### src/rtl/seg_pkg.sv
// -----------------------------------------------------------------------------
// seg_pkg
// Shared definitions for the seven-segment scan controller.
//   SEG_TABLE  : 16-entry hex-to-segment table (bit0 = A ... bit6 = G),
//                patterns are active-high before any polarity inversion.
//   SEG_BLANK  : all-segments-off pattern, active-high.
//   MAX_DIGITS : widest display the controller supports.
//   get_nibble : returns nibble <idx> of a packed value (nibble 0 = rightmost).
// -----------------------------------------------------------------------------
package seg_pkg;

  localparam int MAX_DIGITS = 8;

  localparam logic [6:0] SEG_BLANK = 7'h00;

  // Entry 15 is listed first so that SEG_TABLE[n] is the pattern for hex n.
  localparam logic [15:0][6:0] SEG_TABLE = {
    7'h71, 7'h79, 7'h5E, 7'h39, 7'h7C, 7'h77, 7'h6F, 7'h7F,
    7'h07, 7'h7D, 7'h6D, 7'h66, 7'h4F, 7'h5B, 7'h06, 7'h3F
  };

  function automatic logic [3:0] get_nibble(
    input logic [4*MAX_DIGITS-1:0] vec,
    input logic [2:0]              idx
  );
    return vec[{idx, 2'b00} +: 4];
  endfunction

endpackage

### src/rtl/seg_hex_decoder.sv
// -----------------------------------------------------------------------------
// seg_hex_decoder
// Combinational hex nibble to seven-segment pattern (active-high, bit0 = A).
//   i_nibble : 4-bit hex digit
//   o_seg    : 7-bit segment pattern
// -----------------------------------------------------------------------------
module seg_hex_decoder
  import seg_pkg::*;
(
  input  logic [3:0] i_nibble,
  output logic [6:0] o_seg
);

  assign o_seg = SEG_TABLE[i_nibble];

endmodule

### src/rtl/seg_scan_controller.sv
// -----------------------------------------------------------------------------
// seg_scan_controller
// Time-multiplexed seven-segment driver with double-buffered display value.
// A new reading is captured by 'load' into a pending buffer and only moves to
// the displayed (active) buffer at a frame boundary, so the display never
// tears mid-scan.
//
// Parameters:
//   NUM_DIGITS  : scanned digits (1..8)
//   REFRESH_DIV : clock cycles each digit stays lit (>= 1)
//   ACTIVE_LOW  : 1 = seg/dp/an driven active-low, 0 = active-high
//
// Ports:
//   clock, reset       : system clock, asynchronous active-high reset
//   enable             : 1 runs the scan, 0 freezes it and blanks outputs
//   load               : strobe capturing value/dp_mask
//   value, dp_mask     : packed nibbles (nibble 0 rightmost), dp requests
//   seg, dp, an        : registered segment, decimal point, anode drives
//   frame_done         : one-cycle pulse after each completed scan
//
// Build option: define SEG_LZB_EN to enable leading-zero blanking.
// -----------------------------------------------------------------------------
module seg_scan_controller
  import seg_pkg::*;
#(
  parameter int NUM_DIGITS  = 4,
  parameter int REFRESH_DIV = 50000,
  parameter int ACTIVE_LOW  = 1
) (
  input  logic                    clock,
  input  logic                    reset,
  input  logic                    enable,
  input  logic                    load,
  input  logic [4*NUM_DIGITS-1:0] value,
  input  logic [NUM_DIGITS-1:0]   dp_mask,
  output logic [6:0]              seg,
  output logic                    dp,
  output logic [NUM_DIGITS-1:0]   an,
  output logic                    frame_done
);

  localparam int DIV_W = (REFRESH_DIV > 1) ? $clog2(REFRESH_DIV) : 1;
  localparam int IDX_W = (NUM_DIGITS > 1) ? $clog2(NUM_DIGITS) : 1;
  localparam logic [DIV_W-1:0] DIV_LAST = DIV_W'(REFRESH_DIV - 1);
  localparam logic [IDX_W-1:0] IDX_LAST = IDX_W'(NUM_DIGITS - 1);
  localparam logic             POL      = (ACTIVE_LOW != 0);

  // Inactive output levels after polarity is applied.
  localparam logic [6:0]            SEG_OFF = SEG_BLANK ^ {7{POL}};
  localparam logic [NUM_DIGITS-1:0] AN_OFF  = {NUM_DIGITS{POL}};

  logic [DIV_W-1:0]        r_div_cnt;
  logic [IDX_W-1:0]        r_digit_idx;
  logic [4*NUM_DIGITS-1:0] r_act_val;
  logic [NUM_DIGITS-1:0]   r_act_dp;
  logic [4*NUM_DIGITS-1:0] r_pend_val;
  logic [NUM_DIGITS-1:0]   r_pend_dp;
  logic                    r_pend_flag;
  logic                    r_frame_done;
  logic [6:0]              r_seg;
  logic                    r_dp;
  logic [NUM_DIGITS-1:0]   r_an;

  logic                    w_tick;
  logic                    w_boundary;
  logic [3:0]              w_nibble;
  logic [6:0]              w_seg_pat;
  logic [NUM_DIGITS-1:0]   w_an_onehot;
  logic [NUM_DIGITS-1:0]   w_blank_vec;
  logic                    w_digit_blank;

  assign w_tick     = enable && (r_div_cnt == DIV_LAST);
  assign w_boundary = w_tick && (r_digit_idx == IDX_LAST);

  // Divider and digit index freeze together while enable is low.
  always_ff @(posedge clock or posedge reset) begin
    if (reset) begin
      r_div_cnt   <= '0;
      r_digit_idx <= '0;
    end else if (enable) begin
      r_div_cnt <= w_tick ? '0 : r_div_cnt + 1'b1;
      if (w_tick) begin
        r_digit_idx <= (r_digit_idx == IDX_LAST) ? '0 : r_digit_idx + 1'b1;
      end
    end
  end

  // Double buffer. A load landing on the boundary bypasses pending so the
  // fresh value is shown in the very next frame rather than one frame later.
  always_ff @(posedge clock or posedge reset) begin
    if (reset) begin
      r_act_val   <= '0;
      r_act_dp    <= '0;
      r_pend_val  <= '0;
      r_pend_dp   <= '0;
      r_pend_flag <= 1'b0;
    end else begin
      if (load) begin
        r_pend_val <= value;
        r_pend_dp  <= dp_mask;
      end
      if (w_boundary && load) begin
        r_act_val   <= value;
        r_act_dp    <= dp_mask;
        r_pend_flag <= 1'b0;
      end else if (w_boundary && r_pend_flag) begin
        r_act_val   <= r_pend_val;
        r_act_dp    <= r_pend_dp;
        r_pend_flag <= 1'b0;
      end else if (load) begin
        r_pend_flag <= 1'b1;
      end
    end
  end

  assign w_nibble    = get_nibble((4*MAX_DIGITS)'(r_act_val), 3'(r_digit_idx));
  assign w_an_onehot = NUM_DIGITS'(1) << r_digit_idx;

  seg_hex_decoder u_hex_decoder (
    .i_nibble (w_nibble),
    .o_seg    (w_seg_pat)
  );

`ifdef SEG_LZB_EN
  // A digit is a leading zero when it and everything above it is zero and
  // it carries no decimal point; digit 0 always stays lit.
  assign w_blank_vec[0] = 1'b0;
  for (genvar gi = 1; gi < NUM_DIGITS; gi++) begin : g_lzb
    assign w_blank_vec[gi] = (r_act_val[4*NUM_DIGITS-1:4*gi] == '0) && !r_act_dp[gi];
  end
`else
  assign w_blank_vec = '0;
`endif

  assign w_digit_blank = w_blank_vec[r_digit_idx];

  always_ff @(posedge clock or posedge reset) begin
    if (reset) begin
      r_seg        <= SEG_OFF;
      r_dp         <= POL;
      r_an         <= AN_OFF;
      r_frame_done <= 1'b0;
    end else begin
      r_frame_done <= w_boundary;
      if (!enable || w_digit_blank) begin
        r_seg <= SEG_OFF;
        r_dp  <= POL;
        r_an  <= AN_OFF;
      end else begin
        r_seg <= w_seg_pat ^ {7{POL}};
        r_dp  <= r_act_dp[r_digit_idx] ^ POL;
        r_an  <= w_an_onehot ^ AN_OFF;
      end
    end
  end

  assign seg        = r_seg;
  assign dp         = r_dp;
  assign an         = r_an;
  assign frame_done = r_frame_done;

endmodule

### config.mk
export PLATFORM = sky130hd
export DESIGN_NAME = seg_scan_controller
export DESIGN_NICKNAME = d
export VERILOG_FILES = /design/src/rtl/seg_pkg.sv /design/src/rtl/seg_hex_decoder.sv /design/src/rtl/seg_scan_controller.sv
export SDC_FILE = /design/constraint.sdc
export NUM_CORES = 1
export LEC_CHECK = 0
export CORE_UTILIZATION = 61
export DETAILED_ROUTE_END_ITERATION = 10
export GPL_TIMING_DRIVEN = 0
export PLACE_DENSITY = 0.85
export SLEW_MARGIN = 20
export SYNTH_ARGS = -nofsm -noshare
export SYNTH_HDL_FRONTEND = slang
export SYNTH_HIERARCHICAL = 1
export SYNTH_SLANG_ARGS = --single-unit
### constraint.sdc
create_clock -name clock -period 5 [get_ports clock]
set_clock_uncertainty 0.15 [all_clocks]
set_input_delay 0.5 -clock clock [delete_from_list [all_inputs] [get_ports clock]]
set_output_delay 0.5 -clock clock [all_outputs]
set_load 0.05 [all_outputs]
## After elaboration in Yosys (flattened, before gate mapping)

Memory sizes are Yosys's and may differ from the RTL's.
Index checks and enable logic that the tools add are counted.

| operators by class | value |
|---|---|
| $add $sub $neg | 2 |
| $lt $le $gt $ge | 2 |
| equality and inequality tests | 2 |
| shift operators | 2 |
| multiplexer cells | 17 |
| bitwise gates (word level) | 3 |
| reductions and logical operators | 9 |

Operators by type and width:

| operator | number |
|---|---|
| $mux 16 | 3 |
| $shiftx 32x5->4 | 1 |
| $add 16x1->16 const B | 1 |
| $eq 16x16->1 const B | 1 |
| $mux 7 | 2 |
| $mux 4 | 3 |
| $not 7->7 | 1 |
| $mux 1 | 6 |
| $lt 4x5->1 const B | 1 |
| $bmux 1 s2 | 2 |
| $logic_and 1x1->1 | 4 |
| $not 4->4 | 1 |
| $shl 1x2->4 const A | 1 |
| $lt 2x3->1 const B | 1 |
| $reduce_bool 3->1 | 1 |
| $add 2x1->2 const B | 1 |
| $eq 2x2->1 const B | 1 |
| $mux 2 | 1 |
| $reduce_and 2->1 | 1 |
| $reduce_bool 2->1 | 1 |
| $logic_not 1->1 | 1 |
| $logic_or 1x1->1 | 1 |
| $not 1->1 | 1 |

| storage, ports and cells | value |
|---|---|
| register bits | 72 |
| memory bits (read-only) | 112 |
| input bits | 24 |
| output and inout bits | 13 |
| memories kept | 1 |

Memory list:

| memory | depth | width | read ports | clocked after Yosys merged registers in | write ports | RTL line | text |
|---|---|---|---|---|---|---|---|
| (name not given) | 16 | 7 | 1 | 0 | 0 | seg_hex_decoder.sv:14 | `assign o_seg = SEG_TABLE[i_nibble];` |

## Depth between registers and ports, before layout

Gate-level depths: netlist (run 1).

| depth | value |
|---|---|
| word-level depth | 6 |
| mapped depth | 7 |
| depth with buffers taken out | 6 |

## Modules after synthesis

The synthesis (run 1) kept the hierarchy.

By module, submodules not included:

| module | instances | cells an instance | area an instance (um2) | sequential area each (um2) |
|---|---|---|---|---|
| seg_scan_controller | 1 | 275 | 3,310.7 | 1,816.7 |
| seg_hex_decoder | 1 | 33 | 290.3 | 0.0 |

## Worst setup path after synthesis (run 1)

No wires, ideal clock.

| timing | value |
|---|---|
| path type | register to register |
| start | register r_digit_idx[0] |
| end | register r_seg[3] (netlist: seg[3]) |
| setup time | 0.063 ns |
| data arrival time | 2.213 ns |
| path slack | 2.575 ns |
| cell stages (with the launch flop) | 8 |
| period minus slack after synthesis | 2.425 ns |
| cells stage by stage | dfrtp_1 -> clkbuf_1 -> mux4_2 -> inv_1 -> ha_1 -> inv_1 -> mux4_1 -> nand2_1 |

| on the way | value |
|---|---|
| cells in the longest elaborated chain, start to end | 5 |

Ends and longest elaborated chain:

| element | RTL line | text |
|---|---|---|
| start, declared | seg_scan_controller.sv:53 | `logic [IDX_W-1:0] r_digit_idx;` |
| start signal, assigned | seg_scan_controller.sv:83 | `r_digit_idx <= (r_digit_idx == IDX_LAST) ? '0 : r_digit_idx + 1'b1;` |
| $shiftx 32x5->4 | seg_pkg.sv:26 | `return vec[{idx, 2'b00} +: 4];` |
| net w_nibble[1] | seg_scan_controller.sv:66 | `logic [3:0] w_nibble;` |
| $mem_v2 16x7 | - |  |
| $mux 7 (not written as such) | seg_hex_decoder.sv:14 |  |
| net w_seg_pat[3] | seg_scan_controller.sv:67 | `logic [6:0] w_seg_pat;` |
| $not 7->7 (no line) | - |  |
| $mux 7 | seg_scan_controller.sv:145 | `if (!enable \|\| w_digit_blank) begin` |
| end signal, assigned | seg_scan_controller.sv:150 | `r_seg <= w_seg_pat ^ {7{POL}};` |
| end, declared | seg_scan_controller.sv:60 | `logic [6:0] r_seg;` |

The timed path passes the listed nets, and every way through them passes these cells. The select of a mux whose other input is x is not followed.
A chain may end at the register's enable or synchronous reset.

## Worst setup path after layout (run 1)

Same ends and word-level chain as after synthesis.

==> results of run 1 <==
==> registers in the layout, summed over array words and instances (netlist names) <==
signal	flops
r_div_cnt	16
seg	7
r_act_val	16
r_pend_flag	1
r_pend_dp	4
dp	1
an	4
frame_done	1
r_digit_idx	2
r_act_dp	4
r_pend_val	16
==> per-stage QoR <==
| step | hold WS, ps | instance area [um2] |
|---|---|---|
| floorplan | 287 | 3600 |
| global placement | 321 | 4030 |
| detailed placement | 328 | 4050 |
| CTS | 292 | 4270 |
| global route | 305 | 4270 |
| finish | 299 | 4270 |
==> cells by family (layout without fill, tap and decap cells) <==
| kind of cell | Yosys count | count (layout) |
|---|---|---|
| adders and majority gates | 12 | 12 |
| xor gates and xnor gates | 12 | 12 |
| DFF | 72 | 72 |
| buffers and inverters | 47 | 98 |
| and+or+nand+nor | 82 | 82 |
| AOI/OAI and AO/OA | 30 | 30 |
| muxes | 53 | 53 |
==> final timing paths <==
kind	from	to	cells after the start
min in group asynchronous	reset	r_pend_val[6]	2
setup / recovery	r_digit_idx[0]	seg[3]	7
max in group asynchronous	reset	an[2]	3
hold / removal	enable	dp	2
setup reg to reg	r_digit_idx[0]	seg[3]	7
hold reg to reg	r_div_cnt[15]	r_div_cnt[15]	1
==> power by group through the flow <==
stage	combinational, W	sequential [W]	clock, W
CTS	0.000159	0.000668	0.000511
global placement	0.000145	0.000674	0
detailed placement	0.000157	0.000679	0
floorplan	0.0000956	0.000679	0
global route	0.000175	0.000675	0.000534
finish	0.000157	0.000669	0.000508
==> layout by cell type (no fill, tap or decap), types with 2 or more instances in the layout <==
master	n
nand3_1	5
bufinv_16	2
buf_2	2
o21ai_0	2
clkdlybuf4s50_1	34
and2_1	2
ha_1	12
clkbuf_1	12
nor3_1	3
dfrtp_1	60
xnor2_1	6
nor2_1	30
xor2_1	6
and3_1	3
mux2_4	21
inv_1	30
nand2b_1	2
mux2i_1	3
nor4bb_1	2
dfstp_2	12
nor4_1	4
and4_1	2
a21oi_1	24
nand4_1	3
clkbuf_8	10
nand2_1	21
mux4_2	5
mux2_2	23
buf_12	3
==> critical path: cells and delay by family, from the launching register on <==
family        cells  cell delay, ps
mux               2            1130
fa+ha+maj         1             260
flops             1             370
buf+inv           3             600
simple gates      1              80
==> area by class of cell <==
cell class | count | area (um2) | area share [%]
Sequential cell | 72 | 1820 | 42.6
Timing Repair Buffer | 35 | 360 | 8.44
Clock buffer | 13 | 149 | 3.49
Clock inverter | 3 | 65.1 | 1.52
Buffer | 16 | 106 | 2.49
Inverter | 31 | 119 | 2.79
Multi-Input combinational cell | 189 | 1560 | 36.6
Tap cell | 72 | 90.1 | 2.11
==> per-layer routing <==
| layer | track usage (%) | routed length [um] | vias to the layer above |
|---|---|---|---|
| li1 | - | - | 1127 |
| met1 | 32.3 | 3020 | 1178 |
| met2 | 39.3 | 3390 | 69 |
| met3 | 5.98 | 295 | 14 |
| met4 | 10.5 | 144 | 0 |
| met5 | 0 | 0 | - |
==> impl_metrics.py, run 1 <==
metrics = {
    "detailed_routing": {
        "via_per_inst": 5.54,
        "antenna_left": 0,
        "drtIter0Drc": 158,
        "first_pass_iters": 5,
        "finalWirelength_um": 6850,
        "vias": 2388,
        "drc_errors": 0,
        "wl_per_cell_um": 15.9,
    },
    "cells_and_area": {
        "area_growth_pct": 18.5,
        "final_nets": 390,
        "drive_above_1_share_pct": 23.4,
        "instances_no_fill": 431,
        "final_util_pct": 76.1,
        "diodes": 0,
        "fill_cells": 366,
    },
    "global_routing": {
        "grt_pass1_wl_um": 11400,
        "grt_antenna_before_repair": 0,
        "grtUsageTotal_pct": 24.6,
        "grt_max_degree": 38,
        "overflow": 0,
        "first_global_vias": 2411,
    },
    "cts": {
        "cts_buffers": 9,
        "cts_setup_buffers": 0,
        "path_clk_slew_ps": 70,
        "clockRootBuffer": "clkbuf_8",
        "htreeDepth": 3,
        "cts_num_sinks": 72,
        "cts_tree": "done",
        "clk_latency_ps": 350,
        "hold_buffers": 0,
        "cts_resized": 0,
        "cts_max_path_buffers": 2,
    },
    "power": {
        "pwr-share-clk_pct": 38.1,
        "seqPwrFrac_pct": 50.2,
        "combPwrFrac_pct": 11.8,
        "switching_power_w": 0.000338,
        "p_per_area_nw_per_um2": 313,
        "switching_share_pct": 25.4,
        "max-vdd-ir-drop_v": 0.000253,
        "power_w": 0.00133,
        "p_leak_nw": 1.95,
        "internal_power_w": 0.000995,
    },
    "critical_path": {
        "arrival_ps": 2790,
        "cp.required_ps": 5140,
        "path_common_cell": "inv_1",
        "reg2reg_setup_slack_ps": 2350,
        "worstSetupEndpointType": "flop",
        "cpPeakStageDelay_ps": 640,
        "slowest_stage": "mux4_2",
        "path_class": "flop to flop",
        "worstPathMaxFanout": 7,
        "crit_chain": "clkbuf_1 > mux4_2 > inv_1 > ha_1 > inv_1 > mux4_1 > nand2_1",
        "crit_path_start_kind": "flop",
    },
    "yosys": {
        "yosys.area_share.simple_pct": 11.1,
        "synth_compound_area_share_pct": 4.55,
        "syn_area_per_cell_um2": 11.7,
        "yosys_warnings": 6,
        "synthArstFlopShare_pct": 100,
        "synth_top_family_by_area": "multiplexers",
        "synthAdderAreaFrac_pct": 4.17,
        "syn_area_um2": 3600,
        "synth_area_leaders": "dfrtp_1 (42%), dfstp_2 (8.8%), mux2_4 (8.8%)",
        "synth_top_area_share_pct": 41.7,
        "ys_types": 39,
        "syn_nets": 344,
        "synth_xor_area_share_pct": 2.92,
        "muxShareOfSynthArea_pct": 20.6,
        "synth_most_common_cell": "dfrtp_1",
        "synth-main-ff-cell": "dfrtp_1",
        "synth_seq_cells": 72,
        "netlist_instances": 308,
        "ys_seq_area_share_pct": 50.5,
        "synth_edf_count": 0,
        "synthTopCellsByCount": "dfrtp_1 (60), inv_1 (31), nor2_1 (30)",
        "synth_top_cell_by_area": "dfrtp_1",
    },
    "timing": {
        "finalSetupViolations": 0,
        "fin_ws_ps": 2350,
        "period_minus_slack_ps": 2650,
        "fin_crit_sh_pct": 53.1,
        "finalMaxSlewViolations": 0,
        "hold_violations": 0,
        "rsz0062_at_grt": "no",
        "relSlewSlack_pct": 59.1,
        "max_slew.worst_pin.slew_ps": 614,
        "setup_tns_ps": 0,
        "timing.fmax_mhz": 377,
    },
    "die": {
        "die_area_um2": 6210,
        "io-pin-count": 37,
        "die_x_um": 78.8,
        "core_area_um2": 5610,
        "num_rows": 27,
        "start_util_pct": 64.2,
        "fp.dieH_um": 78.8,
    },
    "place": {
        "numPortBuffers": 34,
        "gp_congestion": 0.863,
        "dp.cells": 415,
        "pre_cts_slack_ps": 2380,
        "hpwl_um": 4660,
    },
    "outcome": {
        "run_status": "finished, final reports clean",
    },
    "run": {
        "cap_violations": 0,
    },
    "hold_path": {
        "hold_path_class": "input pin to flop",
    },
}
(Power assumes the default switching activity.)
==> inputs of run 2 (changes only) <==
--- a/config.mk
+++ b/config.mk
@@ -5,10 +5,10 @@
 export SDC_FILE = /design/constraint.sdc
 export NUM_CORES = 1
 export LEC_CHECK = 0
-export CORE_UTILIZATION = 61
+export CORE_UTILIZATION = 51
 export DETAILED_ROUTE_END_ITERATION = 10
 export GPL_TIMING_DRIVEN = 0
-export PLACE_DENSITY = 0.85
+export PLACE_DENSITY = 0.76
 export SLEW_MARGIN = 20
 export SYNTH_ARGS = -nofsm -noshare
 export SYNTH_HDL_FRONTEND = slang
==> constraint.sdc (replaced) <==
create_clock -name clock -period 2.2 [get_ports clock]
set_clock_uncertainty 0.15 [all_clocks]
set_input_delay 0.22 -clock clock [delete_from_list [all_inputs] [get_ports clock]]
set_output_delay 0.22 -clock clock [all_outputs]
set_load 0.05 [all_outputs]
==> impl_metrics.py, run 2 (synthesized netlist as in run 1, its figures left out) <==
metrics = {
    "cells_and_area": {
        "final_util_pct": 64.9,
        "final_nets": 398,
        "diodes": 0,
        "top_regs": "r_act_val x16, r_div_cnt x16, r_pend_val x16",
        "final_common_cell": "dfrtp_1",
        "instances_no_fill": 463,
        "layout_common_cells": "dfrtp_1 (60), clkdlybuf4s50_1 (34), nor2_1 (30)",
        "area_growth_pct": 22.5,
        "drive_above_1_share_pct": 27.8,
    },
    "cts": {
        "cts_num_sinks": 72,
        "clockRootBuffer": "clkbuf_8",
        "clk_latency_ps": 340,
        "path_clk_slew_ps": 80,
        "cts_tree": "done",
        "cts_max_path_buffers": 2,
        "htreeDepth": 3,
        "cts_buffers": 9,
    },
    "die": {
        "num_rows": 30,
        "fp.dieH_um": 86.0,
        "die_x_um": 86.0,
        "start_util_pct": 53.0,
        "core_area_um2": 6790,
        "die_area_um2": 7400,
        "io-pin-count": 37,
    },
    "power": {
        "pwr-share-clk_pct": 37.1,
        "max-vdd-ir-drop_v": 0.000329,
        "internal_power_w": 0.00223,
        "p_per_area_nw_per_um2": 676,
        "switching_power_w": 0.000748,
        "switching_share_pct": 25.1,
        "power_w": 0.00298,
        "p_leak_nw": 2.00,
        "seqPwrFrac_pct": 50.8,
        "combPwrFrac_pct": 12.1,
    },
    "detailed_routing": {
        "wl_met3_um": 275,
        "drtIter0Drc": 153,
        "drc_errors": 0,
        "top_layer_used": "met4",
        "finalWirelength_um": 6470,
        "wl_met1_um": 2940,
        "vias": 2344,
        "wl_per_cell_um": 14.0,
        "antenna_left": 0,
        "first_pass_iters": 4,
        "dr_wl_met2_um": 3220,
        "via_per_inst": 5.06,
    },
    "place": {
        "gp_congestion": 0.745,
        "dp.cells": 439,
        "hpwl_um": 4490,
        "numPortBuffers": 34,
    },
    "timing": {
        "period_minus_slack_ps": 2120,
        "whs_ps": 105,
        "setup_tns_ps": 0,
        "fin_crit_sh_pct": 96.5,
        "max_slew.worst_pin.slew_ps": 586,
        "timing.fmax_mhz": 471,
        "finalSetupViolations": 0,
        "hold_violations": 0,
        "relSlewSlack_pct": 60.6,
        "finalMaxSlewViolations": 0,
    },
    "outcome": {
        "run_status": "finished, final reports clean",
    },
    "critical_path": {
        "worst_r2r_path_depth": 7,
        "arrival_ps": 2200,
        "worstSetupEndpointType": "flop",
        "path_class": "flop to flop",
        "worstPathMaxFanout": 10,
        "crit_path_start_kind": "flop",
        "cp.required_ps": 2270,
    },
    "hold_path": {
        "hold_path_class": "input pin to async pin",
    },
    "global_routing": {
        "overflow": 0,
        "grt_max_degree": 38,
        "first_global_vias": 2366,
        "grt_antenna_before_repair": 0,
        "grt_pass1_wl_um": 11000,
        "grtUsageTotal_pct": 19.7,
    },
    "run": {
        "cap_violations": 0,
    },
}
==> run 2: cell count changes in the layout (fill, tap and decap cells not counted), moves of 2 or more <==
| cell | change |
|---|---|
| buf_4 | +5 |
| buf_6 | +2 |
| clkbuf_1 | -5 |
| clkinv_2 | +2 |
| ha_1 | -3 |
| ha_4 | +2 |
| inv_1 | -2 |
| inv_4 | +2 |
==> run 2: area by class of cell <==
class                   instances  area [um2]
plain buffers                  16         121
clock buffers                   9         124
clock inverters                 7        86.3
fillers                       509        2380
inverters                      31         124
multi-input cells             189        1590
flip-flops and latches         72        1820
well taps                      96         120
repair buffers                 43         430
==> run 2: metal layers <==
| layer | track usage [%] | vias to the layer above |
|---|---|---|
| met2 | 32.2 | 61 |
| met3 | 6.16 | 6 |
| met4 | 7.12 | 0 |
| li1 | - | 1146 |
| met1 | 24.7 | 1131 |
| met5 | 0 | - |
==> run 2: worst paths after layout <==
| check | slack, ps | to | startpoint |
|---|---|---|---|
| max | 80 | r_act_val[3] | r_div_cnt[0] |
| max reg2reg | 80 | r_act_val[3] | r_div_cnt[0] |
| max in group asynchronous | 1210 | an[1] | reset |
| min reg2reg | 340 | r_div_cnt[15] | r_div_cnt[15] |
| min in group clock | 180 | r_pend_flag | load |
| min | 100 | r_act_val[1] | reset |
==> run 2: critical path: stages, from the launching register on <==
cell,delay (ps)
dfrtp_1,390
ha_1,200
and4_1,250
and4_1,180
buf_4,130
and3b_4,240
buf_12,160
mux2_4,300
==> run 2: power by group through the flow <==
stage / Combinational, W / Sequential [W] / Clock, W
global placement: 0.000331 / 0.00153 / 0
global route: 0.000408 / 0.00153 / 0.00119
finish: 0.000360 / 0.00151 / 0.00111
CTS: 0.000348 / 0.00151 / 0.00114
floorplan: 0.000217 / 0.00154 / 0
detailed placement: 0.000346 / 0.00154 / 0
==> run 2: stage by stage <==
step | worst slack [ps] | area (um2)
6_report | 76.2 | 4410
5_1_grt | -9.35 | 4410
4_1_cts | 3.99 | 4360
3_5_place_dp | -145 | 4090
3_3_place_gp | -1130 | 4070
2_1_floorplan | 0.640 | 3610
==> run 2: what timing repair did <==
action                                 CTS  global route
endpoints found under the hold margin    2             0
hold buffers                             1             0
setup endpoints to repair                3            17
gates resized for setup                  5             9
buffers inserted                         4             3
==> inputs of run 3 (changes only) <==
--- a/config.mk
+++ b/config.mk
@@ -12,5 +12,4 @@
 export SLEW_MARGIN = 20
 export SYNTH_ARGS = -nofsm -noshare
 export SYNTH_HDL_FRONTEND = slang
-export SYNTH_HIERARCHICAL = 1
 export SYNTH_SLANG_ARGS = --single-unit
==> impl_metrics.py, run 3 <==
metrics = {
    "power": {
        "combPwrFrac_pct": 10.3,
        "internal_power_w": 0.00214,
        "pwr-share-clk_pct": 37.3,
        "seqPwrFrac_pct": 52.4,
        "power_w": 0.00289,
        "p_per_area_nw_per_um2": 696,
        "max-vdd-ir-drop_v": 0.000579,
        "switching_power_w": 0.000751,
        "switching_share_pct": 26.0,
        "p_leak_nw": 1.80,
    },
    "die": {
        "fp.dieH_um": 83.7,
        "core_area_um2": 6390,
        "start_util_pct": 53.4,
        "num_rows": 29,
        "die_area_um2": 7010,
        "die_x_um": 83.7,
        "io-pin-count": 37,
    },
    "critical_path": {
        "worstPathMaxFanout": 10,
        "cp.required_ps": 2280,
        "worst_r2r_path_depth": 5,
        "path_class": "flop to flop",
        "crit_path_start_kind": "flop",
        "reg2reg_from": "r_div_cnt[11]",
        "reg2reg_setup_slack_ps": 120,
        "arrival_ps": 2160,
        "r2r-end": "r_act_val[2]",
        "worstSetupEndpointType": "flop",
    },
    "place": {
        "numPortBuffers": 35,
        "pre_cts_slack_ps": -224,
        "dp.cells": 405,
        "hpwl_um": 4590,
        "gp_congestion": 0.823,
    },
    "detailed_routing": {
        "via_per_inst": 5.63,
        "wl_per_cell_um": 15.6,
        "drc_errors": 0,
        "finalWirelength_um": 6660,
        "antenna_left": 0,
        "vias": 2398,
        "first_pass_iters": 4,
        "drtIter0Drc": 141,
    },
    "cts": {
        "path_clk_slew_ps": 80,
        "cts_max_path_buffers": 2,
        "hold_buffers": 0,
        "cts_num_sinks": 72,
        "clk_latency_ps": 350,
        "htreeDepth": 3,
        "clockRootBuffer": "clkbuf_8",
        "cts_buffers": 9,
        "cts_tree": "done",
    },
    "outcome": {
        "run_status": "finished, final reports clean",
    },
    "run": {
        "cap_violations": 0,
    },
    "timing": {
        "max_slew.worst_pin.slew_ps": 517,
        "finalSetupViolations": 0,
        "finalMaxSlewViolations": 0,
        "fin_ws_ps": 121,
        "period_minus_slack_ps": 2080,
        "relSlewSlack_pct": 65.5,
        "hold_violations": 0,
        "fin_crit_sh_pct": 94.5,
        "timing.fmax_mhz": 481,
        "rsz0062_at_grt": "no",
    },
    "global_routing": {
        "grtUsageTotal_pct": 22.1,
        "first_global_vias": 2506,
        "grt_pass1_wl_um": 12000,
        "grt_antenna_before_repair": 0,
        "overflow": 0,
        "grt_max_degree": 39,
    },
    "yosys": {
        "synth_area_leaders": "dfrtp_1 (44%), dfstp_2 (9.3%), mux2_2 (6.9%)",
        "synthArstFlopShare_pct": 100,
        "syn_area_per_cell_um2": 11.7,
        "yosys_warnings": 0,
        "synth_top_cell_by_area": "dfrtp_1",
        "synth_edf_count": 0,
        "synth_most_common_cell": "dfrtp_1",
        "synth-main-ff-cell": "dfrtp_1",
        "syn_nets": 327,
        "netlist_instances": 292,
        "synth_top_area_share_pct": 44.1,
        "ys_types": 46,
        "synth_seq_cells": 72,
        "synthTopCellsByCount": "dfrtp_1 (60), nand2_1 (34), mux2_2 (21)",
        "ys_seq_area_share_pct": 53.3,
        "syn_area_um2": 3410,
    },
    "hold_path": {
        "hold_path_class": "input pin to async pin",
    },
    "cells_and_area": {
        "final_common_cell": "dfrtp_1",
        "top_regs": "r_act_val x16, r_div_cnt x16, r_pend_val x16",
        "diodes": 0,
        "fill_cells": 496,
        "drive_above_1_share_pct": 23.5,
        "instances_no_fill": 426,
        "final_nets": 379,
        "area_growth_pct": 22.1,
        "layout_common_cells": "dfrtp_1 (60), clkdlybuf4s50_1 (35), nand2_1 (34)",
    },
}
## run 3: changes by cell type after synthesis, sizes merged, moves of 5 or more
cell | before | now
inv | 31 | 14
a21oi | 24 | 5
o21ai | 2 | 10
nand2 | 21 | 34
or3b | 0 | 5
mux2 | 44 | 21
nor2 | 30 | 13
nand3 | 5 | 11
o41ai | 0 | 5
a221o | 0 | 10
nand2b | 2 | 10
## run 3: worst max-delay path by stage
stage / start / to / slack, ps / depth (start not counted)
after floorplan: reset / frame_done / 20 / 1
after global placement: reset / r_pend_val[12] / -1140 / 2
after detailed placement: enable / r_act_val[3] / -220 / 6
after CTS: r_digit_idx[0] / seg[3] / 0.7 / 6
after global routing: r_digit_idx[0] / seg[3] / 20 / 6
final: r_div_cnt[11] / r_act_val[2] / 120 / 5
## run 3: through the flow
stage	utilization, %	hold WS [ps]	setup TNS, ps	area (um2)
2_1_floorplan	-	180	0	3410
5_1_grt	65.1	139	0	4160
3_3_place_gp	60.3	314	-77100	3850
4_1_cts	64.6	107	0	4130
3_5_place_dp	60.7	317	-3540	3880
6_report	65.1	87.7	0	4160
## run 3: layer usage
| layer | GRT usage (%) | vias to the layer above | wire [um] |
|---|---|---|---|
| li1 | - | 1154 | - |
| met1 | 29.8 | 1180 | 3150 |
| met2 | 34.0 | 53 | 3130 |
| met3 | 4.65 | 11 | 229 |
| met4 | 11.2 | 0 | 154 |
| met5 | 0 | - | 0 |
## run 3: area by class of cell
type	instances	area [um2]	share of cell area, %
Inverter	14	55.1	1.32
Tap cell	77	96.3	2.32
Timing Repair Buffer	42	428	10.3
Clock inverter	5	55.1	1.32
Clock buffer	11	151	3.64
Multi-Input combinational cell	191	1490	35.7
Buffer	14	71.3	1.71
Sequential cell	72	1820	43.7
## run 3: worst max-delay path: stages (launching register included)
cell     delay, ps
dfrtp_1        420
nor4b_2        330
nand3_2        220
or2_1          320
buf_6          160
a221o_1        350
## run 3: power by group through the flow
stage	clock network, W	logic, W	registers, W
after floorplan	0	0.000174	0.00154
after detailed placement	0	0.000298	0.00154
after global routing	0.00116	0.000337	0.00153
final	0.00108	0.000298	0.00152
after global placement	0	0.000281	0.00153
after CTS	0.00110	0.000300	0.00151
## run 3: timing repair
item	4_1_cts	5_1_grt
pin swaps	1	1
setup buffers	4	2
resized for setup	2	10
setup endpoints to repair	24	14
## run 3: logic make-up after synthesis
group,count (synthesis),share of synthesized area [%]
AO/OA/AOI/OAI,46,10.2
XOR/XNOR,11,2.83
adder cells (fa/ha/maj),11,4.04
buffers and inverters,29,3.53
flip-flops,72,53.3
multiplexers,29,11.1
AND/OR/NAND/NOR,94,14.9
